==> src/rtl/alu32_seq.sv <==
// Command sequencer in front of a registered 32-bit ALU: owns an 8x32 register file,
// issues register-to-register ops, writes results back and returns them on a response channel.
module alu32_seq #(
  parameter int unsigned REG_AW = 3,
  parameter int unsigned DATA_W = 32
) (
  input  logic              clk,
  input  logic              reset,
  input  logic              cmd_valid,
  output logic              cmd_ready,
  input  logic [2:0]        cmd_op,
  input  logic [REG_AW-1:0] cmd_rs1,
  input  logic [REG_AW-1:0] cmd_rs2,
  input  logic [REG_AW-1:0] cmd_rd,
  input  logic              wr_en,
  input  logic [REG_AW-1:0] wr_addr,
  input  logic [DATA_W-1:0] wr_data,
  output logic              rsp_valid,
  input  logic              rsp_ready,
  output logic [DATA_W-1:0] rsp_data,
  output logic [REG_AW-1:0] rsp_rd,
  output logic [DATA_W-1:0] alu_a,
  output logic [DATA_W-1:0] alu_b,
  output logic [2:0]        alu_op,
  input  logic [DATA_W-1:0] alu_result,
  output logic              busy
);

  localparam int unsigned NumRegs = 2 ** REG_AW;

  typedef enum logic [1:0] {StIdle, StIssue, StCapture, StResp} state_e;

  state_e            state_q, state_d;
  logic [DATA_W-1:0] regs_q [NumRegs];
  logic [DATA_W-1:0] regs_d [NumRegs];
  logic [DATA_W-1:0] alu_a_q, alu_a_d;
  logic [DATA_W-1:0] alu_b_q, alu_b_d;
  logic [2:0]        alu_op_q, alu_op_d;
  logic [REG_AW-1:0] rd_q, rd_d;
  logic              rsp_valid_q, rsp_valid_d;
  logic [DATA_W-1:0] rsp_data_q, rsp_data_d;
  logic [REG_AW-1:0] rsp_rd_q, rsp_rd_d;

  always_comb begin
    state_d     = state_q;
    regs_d      = regs_q;
    alu_a_d     = alu_a_q;
    alu_b_d     = alu_b_q;
    alu_op_d    = alu_op_q;
    rd_d        = rd_q;
    rsp_valid_d = rsp_valid_q;
    rsp_data_d  = rsp_data_q;
    rsp_rd_d    = rsp_rd_q;

    if (wr_en) begin
      regs_d[wr_addr] = wr_data;
    end

    unique case (state_q)
      StIdle: begin
        if (cmd_valid) begin
          // Operands come from regs_q, so a same-cycle host write is not bypassed.
          alu_a_d  = regs_q[cmd_rs1];
          alu_b_d  = regs_q[cmd_rs2];
          alu_op_d = cmd_op;
          rd_d     = cmd_rd;
          state_d  = StIssue;
        end
      end
      StIssue: begin
        // NOP from the next cycle on keeps the ALU holding its freshly registered result.
        alu_op_d = 3'b000;
        state_d  = StCapture;
      end
      StCapture: begin
        // Assigned after the host write so the writeback wins on an address collision.
        regs_d[rd_q] = alu_result;
        rsp_data_d   = alu_result;
        rsp_rd_d     = rd_q;
        rsp_valid_d  = 1'b1;
        state_d      = StResp;
      end
      StResp: begin
        if (rsp_ready) begin
          rsp_valid_d = 1'b0;
          state_d     = StIdle;
        end
      end
      default: state_d = StIdle;
    endcase
  end

  always_ff @(posedge clk) begin
    if (reset) begin
      state_q     <= StIdle;
      alu_a_q     <= '0;
      alu_b_q     <= '0;
      alu_op_q    <= 3'b000;
      rd_q        <= '0;
      rsp_valid_q <= 1'b0;
      rsp_data_q  <= '0;
      rsp_rd_q    <= '0;
      for (int i = 0; i < NumRegs; i++) begin
        regs_q[i] <= '0;
      end
    end else begin
      state_q     <= state_d;
      alu_a_q     <= alu_a_d;
      alu_b_q     <= alu_b_d;
      alu_op_q    <= alu_op_d;
      rd_q        <= rd_d;
      rsp_valid_q <= rsp_valid_d;
      rsp_data_q  <= rsp_data_d;
      rsp_rd_q    <= rsp_rd_d;
      for (int i = 0; i < NumRegs; i++) begin
        regs_q[i] <= regs_d[i];
      end
    end
  end

  assign cmd_ready = (state_q == StIdle);
  assign busy      = (state_q != StIdle);
  assign alu_a     = alu_a_q;
  assign alu_b     = alu_b_q;
  assign alu_op    = alu_op_q;
  assign rsp_valid = rsp_valid_q;
  assign rsp_data  = rsp_data_q;
  assign rsp_rd    = rsp_rd_q;

endmodule

==> config.mk <==
export PLATFORM = sky130hd
export DESIGN_NAME = alu32_seq
export DESIGN_NICKNAME = d
export VERILOG_FILES = /design/src/rtl/alu32_seq.sv
export SDC_FILE = /design/constraint.sdc
export NUM_CORES = 1
export LEC_CHECK = 0
export CORE_MARGIN = 2
export CORE_UTILIZATION = 54
export CTS_BUF_LIST = sky130_fd_sc_hd__clkbuf_4
export DETAILED_ROUTE_END_ITERATION = 7
export GPL_TIMING_DRIVEN = 0
export HOLD_SLACK_MARGIN = 0.05
export MAX_ROUTING_LAYER = met4
export PLACE_DENSITY = 0.79
export SYNTH_ARGS = -nofsm -noshare
export SYNTH_HDL_FRONTEND = slang
export SYNTH_SLANG_ARGS = --single-unit
export TNS_END_PERCENT = 1
==> constraint.sdc <==
create_clock -name clk -period 1.6 [get_ports clk]
set_input_delay 0.32 -clock clk [delete_from_list [all_inputs] [get_ports clk]]
set_output_delay 0.32 -clock clk [all_outputs]
set_load 0.05 [all_outputs]
---- Word level (Yosys, flattened, before mapping) ----
Cells that the tools add are included.
storage, ports and cells
  register bits ........................... 364
  bits in latches ......................... 0
  bits in writable memories ............... 0
  ROM bits ................................ 0
  output and inout bits ................... 105
  logic and storage cells ................. 62
  memories ................................ 0
cells by class
  $add $sub $neg .......................... 0
  $mul .................................... 0
  divide/modulo/power cells ............... 0
  order comparisons ....................... 6
  eq/ne operators ......................... 5
  shifts and indexed selects .............. 0
  mux-type cells .......................... 21
  bitwise logic cells ..................... 4
  reductions and logical operators ........ 10
operators with widths
  operator                                                                      count
  256-bit bitwise mux                                                           2
  256-bit 2-to-1 mux                                                            2
  32-bit binary-select mux with 3-bit select                                    2
  32-bit demux with 3-bit select                                                2
  32-bit 2-to-1 mux                                                             6
  4-bit greater-or-equal comparator, second input constant                      4
  3-bit inverter with 4-bit output                                              4
  4-bit by 1-bit less-than comparator with 1-bit output, second input constant  2
  2-bit case mux with 4 select lines                                            1
  2-bit AND reduction                                                           4
  3-bit case mux with 2 select lines                                            1
  2-bit nonzero test                                                            3
  2-bit == test, second input constant                                          2
  2-bit 2-to-1 mux                                                              2
  2-bit inequality test, second input constant                                  2
  3-bit 2-to-1 mux                                                              1
  2-bit by 1-bit == test with 1-bit output, second input constant               1
  1-bit logical AND                                                             2
  2-bit zero test                                                               1
  1-bit case mux with 2 select lines                                            1
  1-bit 2-to-1 mux                                                              1

---- Depth between registers and ports, before layout ----
Gate-level depths: netlist of the first run.
  word-level depth ........................ 9
  gate-level depth with buffers ........... 9

---- Least setup slack after synthesis of the first run ----
No wires, ideal clock.
  path kind ............................... register to register
  start ................................... reg state_q[0]
  end ..................................... reg alu_a_q[10], in the netlist alu_a[10]
  library setup time ...................... 78 ps
  arrival ................................. 2207 ps
  data required time ...................... 1522 ps
  setup slack ............................. -685 ps
  cell stages (with the launch flop) ...... 9
  period minus slack after synthesis ...... 2285 ps
  cell sequence ........................... dfxtp_1 > inv_1 > ha_1 > inv_1 > nor2_1 > buf_2 > buf_2 > nor2_1 > nor3_1
on the way
  cells in the longest elaborated chain, start to end .. 2
RTL lines
  element                        line  source
  start, declared                33    state_e state_q, state_d;
  start signal, assigned         95    state_q <= StIdle;
  start signal, assigned         107   state_q <= state_d;
  2-bit zero test                -
  net cmd_ready                  10    output logic cmd_ready,
  2-bit AND reduction (no line)  -
  end signal, assigned           108   alu_a_q <= alu_a_d;
  end, declared                  36    logic [DATA_W-1:0] alu_a_q, alu_a_d;
The timed path passes the listed nets, and every way through them passes these cells.
A chain may end at the register's enable or synchronous reset.

---- Final worst setup path of the first run ----
  start ................................... reg state_q[0]
  end ..................................... reg regs_q[192] in the netlist's numbering
on the way
  cells in the longest elaborated chain, start to end .. 2
RTL lines
  element                        line  source
  2-bit == test                  59    unique case (state_q)
  256-bit 2-to-1 mux             59
  end signal, assigned by index  116   regs_q[i] <= regs_d[i];
  end, declared                  34    logic [DATA_W-1:0] regs_q [NumRegs];
Every way passes these cells.

==> run metrics, run 1 <==
critical path class=register to register; CTS buffer count=101; setup violators final=403; YS warnings=0; synth top area cells=dfxtp_1 38%, mux2i_1 28%, a211oi_1 9.7%; Ports=189; Finished Core Util=69.9%; layout cells sized above 1=24.8%; Root Buffer=clkbuf_4; Port Buffers=117; synth unique cells=27; Placed Cells=2687; worst-path maximum fanout=10; CP Capture Type=register; clk_skew=0.0621 ns; vias per cell=approximately 6.6; P&R area growth vs syn=27.9%; clock latency on the worst-skew pair=between 0.8 and 0.9 ns; RSZ-0062 raised after global routing=true; crit path DAT=2.74 ns; Pleak=10.5 nW; Routed WL=about 78 mm; max_slew headroom=36.9%; drt drc=9; average size of a mapped cell=9.19 µm²; placed cell areas=0.0212 mm²; initial antenna violation count=1; post-synthesis sequential area ratio=37.6%; Hold Violations, Final=0; die width=193 µm; fmax=489 MHz; DP Worst Slack=-1.14 ns; DR pass1 iterations=8; nets@finish=2506; First DRT Iteration DRCs=2904; post-layout instance area=between 0.02 and 0.025 mm²; Fillers=2634; hpwl dp=49.7 mm; H-tree Lvls=3; Hold/Removal Path Class=input port to register; CTS tree=done; Max Slew Vio Count=0; top-area cell type share of the netlist area=37.6%; Post-Layout Cell Count=2961; die footprint=0.0374 mm²; Starting Density=54.6%; clk slew on worst S/H paths=0.07 ns; GPL Wtd Cong=a little over 1; CTS Sinks=~360; number of max-cap violations=0; routed len/inst=26.3 µm; outcome=finished, violations left; pwr/cell area=roughly 1300 mW/mm²; Antenna Nets Post-Route=0; synthesis-stage register bit count=364; grt total ovfl=0; minimum hold slack=roughly 0.095 ns; first-pass GRT wire length=between 100 and 150 mm; vias in the first global route=19500; fin crit share=128%; Cells after Synth=2109; Tmin final=2.04 ns; Critical Path RT=2.30 ns; Mapped Area=0.0194 mm²; gr usage total=40.3%; # rows=69; Worst Tran Pin Value=0.947 ns; Startpoint Class=register; core area=0.0355 mm²; PnR worst setup slack=-0.444 ns; clk buf depth=3; DR vias=slightly below 20000; Peak VDD IR=1.38 mV; largest net degree at the start of global routing=14; syn nets=roughly 2200; leading area contributor after synthesis=dfxtp_1; failing checks=design-rule violations, negative setup slack; die height=between 150 and 200 µm
## where the power goes
part | total, mW | internal [mW] | switching [mW]
clock | 8.87 | 4.53 | 4.33
sequential | 11.7 | 10.5 | 1.13
combinational | 12.5 | 4.99 | 7.52
## path summary, 6_finish.rpt
kind	from	to	slack, ns	depth (start not counted)
max	state_q[0]	regs_q[192]	-0.44	9
min	cmd_op[0]	alu_op[0]	0.09	3
max reg2reg	state_q[0]	regs_q[192]	-0.44	9
min reg2reg	rsp_data[10]	rsp_data[10]	0.50	2
## kinds of logic (layout without fill, tap and decap cells)
group           count (synthesis)  after routing  share of synthesized area [%]
compound gates                456            456                           16.9
fa+ha+maj                       4              4                          0.258
buf+inv                       267            656                           6.78
flops                         364            364                           37.6
mux                           549            549                           28.4
other cells                     0              2                              0
simple gates                  469            469                           10.1
## per-stage QoR
stage | power (mW) | setup TNS [ns]
after floorplan | 18.2 | -4.44
after global placement | 21.4 | -200.86
after detailed placement | 21.7 | -216.34
after CTS | 31.9 | -58.17
after global routing | 34.0 | -76.57
final | 33.0 | -64.92
## cell usage after synthesis
library cell,instances
clkbuf_1,141
nor2_1,366
a211oi_2,5
nor2b_1,9
dfxtp_1,364
nand2_1,12
buf_1,10
nor3b_2,2
mux2i_1,549
nand4_1,2
a22oi_1,131
inv_1,4
buf_4,13
buf_6,8
buf_12,6
nand4b_1,2
ha_1,4
nor3_4,2
nand3_2,1
a211oi_1,251
nor3_1,66
and2_1,2
nand4b_2,1
nand2b_4,1
buf_2,85
a21oi_1,69
nand3_1,3
## what timing repair did
item | 4_1_cts | 5_1_grt
resized for setup | 947 | 279
hold endpoints to repair | 284 | 0
cloned | 1 | 2
buffers inserted | 17 | 2
endpoints found under the setup margin | 461 | 463
hold buffers | 67 | 0
pin swaps | 4 | 40
## layout by cell type, fill, tap and decap left out, types with 4 or more instances in the layout
master,instances
buf_6,43
clkbuf_1,89
a211oi_1,231
dfxtp_2,97
mux2i_1,548
clkinv_1,22
nand3_4,4
nor2b_1,6
nor3_1,62
clkdlybuf4s50_1,12
a211oi_2,25
buf_12,19
a22oi_1,131
dfxtp_4,8
clkbuf_2,17
buf_2,62
nor2_1,363
clkbuf_16,4
buf_4,48
a21oi_1,68
buf_8,93
nor3_2,4
clkbuf_4,157
nand2_1,8
dlygate4sd3_1,67
clkbuf_8,8
dfxtp_1,259
## final cells by class
cell class / instances / area, µm² / share of cell area [%]
timing repair buffer: 206 / 2530 / 10.2
antenna: 2 / 5.00 / 0.0202
clock buffer: 154 / 1160 / 4.66
clock inverter: 29 / 143 / 0.575
multi-input combinational: 1478 / 11000 / 44.5
tap: 461 / 577 / 2.33
inverter: 4 / 21.3 / 0.0858
buffer: 263 / 1880 / 7.58
sequential: 364 / 7440 / 30.0
## layer usage
metal	track usage, %	part of all wire [%]
met1	48.0	37
met2	61.2	45
met3	9.64	12
met4	25.4	6.0
met5	-	0
## registers in the layout, indices dropped and copies added (netlist names)
register   count
rsp_data      32
alu_op         3
rd_q           3
regs_q       256
alu_b         32
alu_a         32
rsp_rd         3
rsp_valid      1
state_q        2
## critical path, cell delays in order, from the launching register on
cell      delay [ns]
dfxtp_2         0.33
inv_2           0.08
ha_2            0.22
buf_6           0.17
nor2b_2         0.19
buf_6           0.17
buf_4           0.15
nand2_8         0.12
buf_8           0.20
a211oi_1        0.24
Power figures use the tool's default switching activity.
==> run 2, diff against run 1 <==
==> constraint.sdc (replaced) <==
create_clock -name clk -period 1.6 [get_ports clk]
set_input_delay 0.24 -clock clk [delete_from_list [all_inputs] [get_ports clk]]
set_output_delay 0.24 -clock clk [all_outputs]
set_load 0.05 [all_outputs]
==> run 2 against run 1 <==
  * The flow finishes with violations (negative setup slack)
  * Highest routed layer unchanged
  * Clock-buffer cell count stayed put
  * Maximum frequency up 2.0%
  * Worst hold slack better by 0.0074 ns
  * Via count increased by 1.8%
  * Critical endpoint is now busy
==> run metrics, run 2 (synthesis results as in run 1) <==
die height=193 µm (unchanged); outcome=finished, violations left (unchanged); DR vias=20000 (was 19600); Worst Tran Pin Value=0.963 ns (was 0.947 ns); max_slew headroom=35.8% (was 36.9%); Ports=189 (unchanged); minimum hold slack=0.102 ns (was 0.0948 ns); crit path from=state_q[1] (was state_q[0]); end of the worst register-to-register path=regs_q[135] (was regs_q[192]); vias per cell=6.71 (was 6.63); gr usage total=40.9% (was 40.3%); setup violators final=246 (was 403); largest net degree at the start of global routing=14 (unchanged); DR pass1 iterations=6 (was 8); hpwl dp=49.7 mm (unchanged); fmax=499 MHz (was 489 MHz); Worst R2R Setup Slack=-0.35 ns (was -0.44 ns); drt drc=0 (was 9); Startpoint Class=register (unchanged); grt total ovfl=0 (unchanged); routed len/inst=26.7 µm (was 26.3 µm); Worst Path Buf+Inv=3 (was 5); nets@finish=2522 (was 2506); Antenna Nets Post-Route=0 (unchanged); CTS tree=done (unchanged); pwr/cell area=1320 mW/mm² (was 1330 mW/mm²); # rows=69 (unchanged); FF-to-FF Start=state_q[1] (was state_q[0]); crit path DAT=1.76 ns (was 2.74 ns); First DRT Iteration DRCs=2945 (was 2904); clk_skew=0.0535 ns (was 0.0621 ns); fin crit share=125% (was 128%); Hold/Removal Path Class=input port to register (unchanged); number of flip-flops in the largest register=256 (unchanged); most flop-heavy register=regs_q (unchanged); worst-path maximum fanout=3 (was 10); Critical Path RT=1.36 ns (was 2.30 ns); number of max-cap violations=0 (unchanged); RSZ-0062 raised after global routing=true (unchanged); crit path capture=busy (was regs_q[192]); die footprint=0.0374 mm² (unchanged); vias in the first global route=19800 (was 19500); Root Buffer=clkbuf_4 (unchanged); critical path class=register to output pin (was register to register); clk slew on worst S/H paths=0.07 ns (about the same); P&R area growth vs syn=28.8% (was 27.9%); initial antenna violation count=1 (unchanged); failing checks=negative setup slack (was design-rule violations, negative setup slack); GPL Wtd Cong=1.01 (unchanged); die width=193 µm (unchanged); clock latency on the worst-skew pair=0.85 ns (about the same); Slowest-stage cell, CP=dfxtp_2 (unchanged); layout cells sized above 1=25.7% (was 24.8%); CTS Sinks=364 (unchanged); CTS buffer count=101 (unchanged); CP peak stage delay=0.37 ns (was 0.33 ns); CP Depth=4 (was 9); Port Buffers=117 (unchanged); core area=0.0355 mm² (unchanged); Tmin final=2.00 ns (was 2.04 ns); Largest delay share family, worst path=flip-flops (was buffers and inverters); FF-to-FF path depth=7 (was 9); Pleak=10.5 nW (about the same); H-tree Lvls=3 (unchanged); Design Power=32.9 mW (was 33.0 mW); commonest non-fill, non-tap cell in the layout=mux2i_1 (unchanged); commonest cells after routing, fill and taps aside=547 x mux2i_1, 320 x nor2_1, 309 x dfxtp_1 (was 548 x mux2i_1, 363 x nor2_1, 259 x dfxtp_1); Starting Density=54.6% (unchanged); clk buf depth=3 (unchanged); first-pass GRT wire length=115 mm (was 114 mm); Peak VDD IR=1.28 mV (was 1.38 mV); CP Capture Type=output pin (was register); PnR worst setup slack=-0.403 ns (was -0.444 ns); Max Slew Vio Count=0 (unchanged); Routed WL=79.4 mm (was 77.8 mm); Hold Violations, Final=0 (unchanged); crit-path cells=inv_4 -> ha_4 -> clkinvlp_4 -> buf_8 (was inv_2 -> ha_2 -> buf_6 -> nor2b_2 -> buf_6 -> buf_4 -> nand2_8 -> buf_8 -> a211oi_1)
[run 2: cell types whose count changed in the layout (fill, tap and decap cells not counted), sizes merged]
cell	before	now
clkbuf	275	287
buf	269	264
dlygate4sd3	67	75
nand3	4	5
diode	2	1
[run 2: how the worst min path moves through the flow]
stage / from / endpoint / cells after the start
2_1_floorplan: cmd_rd[2] / rd_q[2] / 2
3_3_place_gp: rsp_data[6] / rsp_data[6] / 2
3_5_place_dp: alu_a[5] / alu_a[5] / 2
4_1_cts: rsp_ready / rsp_valid / 4
5_1_grt: rsp_ready / rsp_valid / 4
6_report: rsp_ready / rsp_valid / 4
[run 2: final cells by class]
class                           instances  area, µm²
Antenna cell                            1       2.50
Buffer                                262       1970
Clock buffer                          154       1160
Clock inverter                         29        143
Fill cell                            2619      10500
Inverter                                4       23.8
Multi-Input combinational cell       1479      11400
Sequential cell                       364       7370
Tap cell                              461        577
Timing Repair Buffer                  222       2370
[run 2: power breakdown]
part / internal, mW / switching, mW
Sequential: 10.4 / 1.03
Clock: 4.53 / 4.32
Combinational: 4.87 / 7.75
Total: 19.8 / 13.1
[run 2: timing repair]
action | in CTS | in global routing
gates resized for setup | 934 | 200
hold endpoints to repair | 297 | 0
buffers inserted | 17 | 6
pin swaps | 2 | 53
cloned | 4 | 4
endpoints found under the setup margin | 461 | 398
hold buffers | 75 | 0
[run 2: stage by stage]
stage                     setup slack (ns)  utilization (%)  cell area (µm²)  TNS, ns  instances
after global placement               -1.02             59.8            21200  -194.54       2687
final                               -0.403             70.4            25000   -34.25       2976
after CTS                           -0.295             68.2            24200   -31.59       2966
after detailed placement             -1.06             59.8            21200  -210.02       2687
after global routing                -0.447             70.4            25000   -41.83       2976
after floorplan                    -0.0772                -            19500    -4.44       2109
[run 2: layer usage]
metal	up-vias	GRT usage (%)	wire [µm]
li1	8366	-	-
met1	9430	48.0	29300
met2	1734	61.9	35500
met3	449	10.1	9560
met4	0	27.4	5020
met5	-	-	0
[run 2: worst min-delay path, delay by kind of cell]
kind / cells / cell delay, ns
AOI/OAI and AO/OA: 1 / 0.06
and+or+nand+nor: 2 / 0.16
buffers and inverters: 1 / 0.43
